## src/rtl/seg_display_pkg.sv

```systemverilog
// Shared constants and scan state encoding for the 7-segment scan controller.
package seg_display_pkg;

    localparam logic [3:0] BCD_BLANK = 4'hF;
    localparam logic [3:0] BCD_MAX   = 4'd9;

    typedef enum logic {
        DRIVE = 1'b0,
        DEAD  = 1'b1
    } scan_state_t;

endpackage

```

## src/rtl/seg_display_scan_ctrl_timer.sv

```systemverilog
// Per-digit slot timer: dwell counter plus DRIVE/DEAD sequencing for one digit slot.
module seg_scan_timer #(
    parameter int CLKS_PER_DIGIT = 100000,
    parameter int DEAD_CLKS      = 500
) (
    input  logic clk,
    input  logic rst_n,
    output logic slot_end,
    output logic in_drive
);
    import seg_display_pkg::*;

    localparam int CNT_W      = (CLKS_PER_DIGIT > 1) ? $clog2(CLKS_PER_DIGIT) : 1;
    localparam int DRIVE_CLKS = CLKS_PER_DIGIT - DEAD_CLKS;

    logic [CNT_W-1:0] cnt_q;
    logic [CNT_W-1:0] cnt_next;
    scan_state_t      state_q;
    scan_state_t      state_next;

    always_ff @(posedge clk or negedge rst_n) begin
        if (!rst_n) begin
            cnt_q   <= '0;
            state_q <= DRIVE;
        end else begin
            cnt_q   <= cnt_next;
            state_q <= state_next;
        end
    end

    // The counter spans the whole slot; DEAD occupies its last DEAD_CLKS counts.
    always_comb begin
        slot_end   = (cnt_q == CNT_W'(CLKS_PER_DIGIT - 1));
        in_drive   = (state_q == DRIVE);
        cnt_next   = slot_end ? '0 : cnt_q + CNT_W'(1);
        state_next = state_q;
        case (state_q)
            DRIVE:   if (cnt_q == CNT_W'(DRIVE_CLKS - 1)) state_next = DEAD;
            DEAD:    if (slot_end) state_next = DRIVE;
            default: state_next = DRIVE;
        endcase
    end

endmodule

```

## src/rtl/seg_display_scan_ctrl.sv

```systemverilog
// Multiplexed HH:MM display scanner driving an external registered BCD decoder.
// Optional blink support is compiled in with the SEG_SCAN_BLINK_EN macro.
module seg_display_scan_ctrl #(
    parameter int NUM_DIGITS     = 4,
    parameter int CLKS_PER_DIGIT = 100000,
    parameter int DEAD_CLKS      = 500,
    parameter int BLINK_CLKS     = 25000000
) (
    input  logic                    i_Clk,
    input  logic                    i_Rst_n,
    input  logic                    i_Load,
    input  logic [4*NUM_DIGITS-1:0] i_Digits,
    input  logic                    i_LZ_Blank_En,
    input  logic [NUM_DIGITS-1:0]   i_Blink_Mask,
    output logic [3:0]              o_BCD_Num,
    output logic [NUM_DIGITS-1:0]   o_Anodes,
    output logic                    o_Busy,
    output logic                    o_Frame_Done
);
    import seg_display_pkg::*;

    localparam int               IDX_W    = (NUM_DIGITS > 1) ? $clog2(NUM_DIGITS) : 1;
    localparam int               DW       = 4 * NUM_DIGITS;
    localparam logic [IDX_W-1:0] LAST_IDX = IDX_W'(NUM_DIGITS - 1);

    logic                  slot_end;
    logic                  in_drive;
    logic                  frame_done;
    logic [IDX_W-1:0]      idx_q;
    logic [IDX_W-1:0]      idx_next;
    logic [DW-1:0]         active_q;
    logic [DW-1:0]         active_next;
    logic [DW-1:0]         pending_q;
    logic                  busy_q;
    logic                  phase_q;
    logic                  phase_next;
    logic                  blank_cur;
    logic                  blank_next;
    logic [NUM_DIGITS-1:0] digit_sel;
    logic [3:0]            bcd_q;
    logic [NUM_DIGITS-1:0] anodes_q;

    function automatic logic digit_blank(input logic [DW-1:0]         digits,
                                         input logic [IDX_W-1:0]      k,
                                         input logic                  lz_en,
                                         input logic                  phase,
                                         input logic [NUM_DIGITS-1:0] mask);
        logic upper_zero;
        upper_zero = 1'b1;
        for (int j = 0; j < NUM_DIGITS; j++) begin
            if (j >= int'(k) && digits[4*j +: 4] != 4'd0) upper_zero = 1'b0;
        end
        return (digits[4*k +: 4] > BCD_MAX) || (lz_en && k != '0 && upper_zero) ||
               (!phase && mask[k]);
    endfunction

    seg_scan_timer #(
        .CLKS_PER_DIGIT(CLKS_PER_DIGIT),
        .DEAD_CLKS     (DEAD_CLKS)
    ) u_timer (
        .clk     (i_Clk),
        .rst_n   (i_Rst_n),
        .slot_end(slot_end),
        .in_drive(in_drive)
    );

`ifdef SEG_SCAN_BLINK_EN
    localparam int BLINK_W = (BLINK_CLKS > 1) ? $clog2(BLINK_CLKS) : 1;

    logic [BLINK_W-1:0] blink_cnt_q;
    logic               raw_phase_q;

    // Free-running phase; the displayed phase only follows it at slot boundaries.
    always_ff @(posedge i_Clk or negedge i_Rst_n) begin
        if (!i_Rst_n) begin
            blink_cnt_q <= '0;
            raw_phase_q <= 1'b1;
            phase_q     <= 1'b1;
        end else begin
            phase_q <= phase_next;
            if (blink_cnt_q == BLINK_W'(BLINK_CLKS - 1)) begin
                blink_cnt_q <= '0;
                raw_phase_q <= ~raw_phase_q;
            end else begin
                blink_cnt_q <= blink_cnt_q + BLINK_W'(1);
            end
        end
    end

    assign phase_next = slot_end ? raw_phase_q : phase_q;
`else
    localparam int unused_blink_clks = BLINK_CLKS;

    assign phase_q    = 1'b1;
    assign phase_next = 1'b1;
`endif

    // Frame-wrap commit: a load on the wrap cycle itself bypasses the pending register.
    always_comb begin
        frame_done  = slot_end && (idx_q == LAST_IDX);
        idx_next    = idx_q;
        active_next = active_q;
        if (slot_end) idx_next = (idx_q == LAST_IDX) ? '0 : idx_q + IDX_W'(1);
        if (frame_done) begin
            if (i_Load)      active_next = i_Digits;
            else if (busy_q) active_next = pending_q;
        end
        digit_sel  = NUM_DIGITS'(1) << idx_q;
        blank_cur  = digit_blank(active_q, idx_q, i_LZ_Blank_En, phase_q, i_Blink_Mask);
        blank_next = digit_blank(active_next, idx_next, i_LZ_Blank_En, phase_next, i_Blink_Mask);
    end

    // BCD is registered from next-cycle state so it lines up with the slot start;
    // anodes follow one cycle behind to match the decoder latency.
    always_ff @(posedge i_Clk or negedge i_Rst_n) begin
        if (!i_Rst_n) begin
            idx_q     <= '0;
            active_q  <= '0;
            pending_q <= '0;
            busy_q    <= 1'b0;
            bcd_q     <= BCD_BLANK;
            anodes_q  <= '1;
        end else begin
            idx_q    <= idx_next;
            active_q <= active_next;
            if (i_Load) pending_q <= i_Digits;
            if (frame_done)  busy_q <= 1'b0;
            else if (i_Load) busy_q <= 1'b1;
            bcd_q    <= blank_next ? BCD_BLANK : active_next[4*idx_next +: 4];
            anodes_q <= (in_drive && !blank_cur) ? ~digit_sel : '1;
        end
    end

    assign o_BCD_Num    = bcd_q;
    assign o_Anodes     = anodes_q;
    assign o_Busy       = busy_q;
    assign o_Frame_Done = frame_done;

endmodule

```

## config.mk

```make
export PLATFORM = sky130hd
export DESIGN_NAME = seg_display_scan_ctrl
export DESIGN_NICKNAME = d
export VERILOG_FILES = /design/src/rtl/seg_display_pkg.sv /design/src/rtl/seg_display_scan_ctrl_timer.sv /design/src/rtl/seg_display_scan_ctrl.sv
export SDC_FILE = /design/constraint.sdc
export NUM_CORES = 1
export LEC_CHECK = 0
export CAP_MARGIN = 25
export CORE_UTILIZATION = 54
export CTS_CLUSTER_SIZE = 16
export DETAILED_ROUTE_END_ITERATION = 10
export DONT_BUFFER_PORTS = 1
export PLACE_DENSITY = 0.69
export REMOVE_ABC_BUFFERS = 1
export SETUP_SLACK_MARGIN = 0.5
export SLEW_MARGIN = 20
export SYNTH_ARGS = -nofsm -noshare
export SYNTH_HDL_FRONTEND = slang
export SYNTH_SLANG_ARGS = --single-unit
```

## constraint.sdc

```tcl
create_clock -name i_Clk -period 6.75 [get_ports i_Clk]
set_input_delay 1.6875 -clock i_Clk [delete_from_list [all_inputs] [get_ports i_Clk]]
set_output_delay 1.6875 -clock i_Clk [all_outputs]
set_load 0.02 [all_outputs]
```

==> impl_metrics.ini <==
[clock_tree]
cts_tree = done
cts_sinks = 61
cts_resized = 0
clockBufferDepth = 2
post_cts_buffers = 0
cts_hold_buf = 0
clk_pin_slew_ns = 0.07
cts_made_buffers = 9
cts-root-buf = clkbuf_8
htree_levels = 3
clk_latency_ns = 0.34

[layout]
num_antenna_cells = 0
final_core_util = 0.620
fin_nets = 283
drive_gt1_frac = 0.198
seqCellArea_sq_mm = 0.00154
area_delta_synth_final_pct = 11.3
multi_input_area_sq_mm = 0.00126
n_fill_cell = 449

[setup_path]
critPathTopFamily = simple AND/OR/NAND/NOR gates
rr_endpoint = o_BCD_Num[0]
path_buf_inv = 0
cp_cell_sequence = or4b_4, nor4_4, and2_1
cp-start-kind = flop
crit_fanout = 18
cp_slowest_cell = nor4_4
critPathCaptureType = primary output
path_class = reg2out
worst-endpoint-required_ns = 5.06
reg2reg_from = u_timer.cnt_q[13]
crit_path_max_incr_delay_ns = 0.92
arrival_ns = 2.68
r2r_slack_ns = 3.16
reg2reg_depth = 9

[placed_design]
gp_congestion = 0.835
place.port_buffers = 0
dp_hpwl_um = 3650
post-place-ws_ns = 2.76

[floorplan]
pin_count = 34
initial_core_util = 0.557
die_y_um = 74.6
core_area_sq_mm = 0.00511
die_w_um = 74.6
dieArea_sq_mm = 0.00557
num_rows = 26

[grt]
grt_max_degree = 62
top_usage_layer = met1
grt_pass1_vias = 1758
grt_pass1_wl_um = 8980
grt.total_usage = 0.224
use_met3 = 0.0596
grt_overflow = 0
grt_use_met2 = 0.292
met1_usage = 0.344
antenna_found_initial = 0

[worst_hold_path]
min_from = u_timer.cnt_q[0]
worstHoldPathType = reg2reg
worstHoldPathCells = 1
hold_end = u_timer.cnt_q[0]

[sta]
fin_skew_ns = 0.0110
fmax_mhz = 229
slew_headroom = 0.308
timing.final.max_slew_violations = 0
max_slew.worst_pin.slew_ns = 1.03
setup_tns_ns = 0
setup_ws_ns = 2.38
rsz0062_at_grt = false
layout_min_cycle_time_ns = 4.37
finalSetupViolations = 0
finalHoldViolations = 0
period_share = 0.647

[outcome]
status = complete, no violations

[logic_synthesis]
synth_area_sq_mm = 0.00285
syn_inst = 249
yosysWarnings = 0
yosysMostFrequentCell = dfrtp_1
synth_flop_cell = dfrtp_1
ys_seq_elements = 61
synth_common_cells = dfrtp_1 (53), nor2_1 (25), mux2_2 (23)
yosysTopAreaCellShare = 0.466
synth-edff-count = 0
avgSynthCellArea_sq_um = 11.4
yosysTopAreaCell = dfrtp_1
synth_async_sr_flop_share = 1.00
synth_seq_area_share = 0.540
yosys-top-cells-area = dfrtp_1 (47%), mux2_2 (9.1%), dfstp_2 (7.4%)
ys_types = 42

[detailed_routing]
via_per_inst = 5.79
firstDrtPassIters = 4
drc_errors = 0
post_drt_wl_per_cell_um = 16.7
finalWirelength_um = 5460
drtIter0Drc = 136
ant_nets = 0
vias = 1900

[power]
total_power_uw = 811
p_per_area_mw_per_mm2 = 256
peakVddDrop_mv = 0.197
p_leak_uw = 0.00144

[run]
cap_violations = 0
-- report_power, final --
group	switching (uW)	leakage, uW	internal [uW]	total, uW
Sequential	2.09	0.000768	375	377
Clock	141	0.000130	276	417
Combinational	6.92	0.000538	9.92	16.8
-- cells in the final DEF (no fill, tap or decap), types with 7 or more instances in the layout --
cell type,count
dfrtp_1,53
nor2_1,25
mux2_2,23
nand2_1,15
clkbuf_8,12
nand3_1,10
a21oi_1,10
xnor2_1,8
dfstp_2,8
xor2_1,7
o22a_1,7
-- layout make-up --
| class | count | area share |
|---|---|---|
| clock buffer | 13 | 0.0533 |
| clock inverter | 3 | 0.0284 |
| inverter | 7 | 0.00869 |
| multi-input combinational | 174 | 0.397 |
| sequential | 61 | 0.485 |
| tap | 70 | 0.0277 |
-- flip-flops by register name (all words and copies together) (netlist names) --
register,count
u_timer.cnt_q,17
active_q,16
u_timer.state_q,1
pending_q,16
o_BCD_Num,4
o_Anodes,4
idx_q,2
o_Busy,1
-- how the worst max path moves through the flow --
| stage | slack (ns) | cells past startpoint | endpoint | from |
|---|---|---|---|---|
| after floorplan | 3.14 | 3 | o_Frame_Done | u_timer.cnt_q[13] |
| after global placement | 2.75 | 3 | o_Frame_Done | u_timer.cnt_q[13] |
| after detailed placement | 2.76 | 3 | o_Frame_Done | u_timer.cnt_q[13] |
| after CTS | 2.37 | 3 | o_Frame_Done | u_timer.cnt_q[13] |
| after global routing | 2.28 | 3 | o_Frame_Done | u_timer.cnt_q[13] |
| final | 2.38 | 3 | o_Frame_Done | u_timer.cnt_q[13] |
-- through the flow --
step,instance area [sq um],hold slack (ns),std cells
after detailed placement,2910,0.485,312
after global placement,2910,0.468,312
after global routing,3170,0.518,328
after floorplan,2820,0.452,242
final,3170,0.492,328
after CTS,3170,0.495,328
-- layer usage --
layer | up-vias | routed length (um)
li1 | 906 | -
met1 | 948 | 2840
met2 | 36 | 2270
met3 | 10 | 250
met4 | 0 | 99
met5 | - | 0
-- cells by family after synthesis --
family / synth area share
and+or+nand+nor: 0.178
DFF: 0.540
AOI/OAI and AO/OA: 0.0897
muxes: 0.102
xor gates and xnor gates: 0.0462
buffers and inverters: 0.0189
adders and majority gates: 0.0264
No activity file was read; power rests on OpenSTA's default activity.
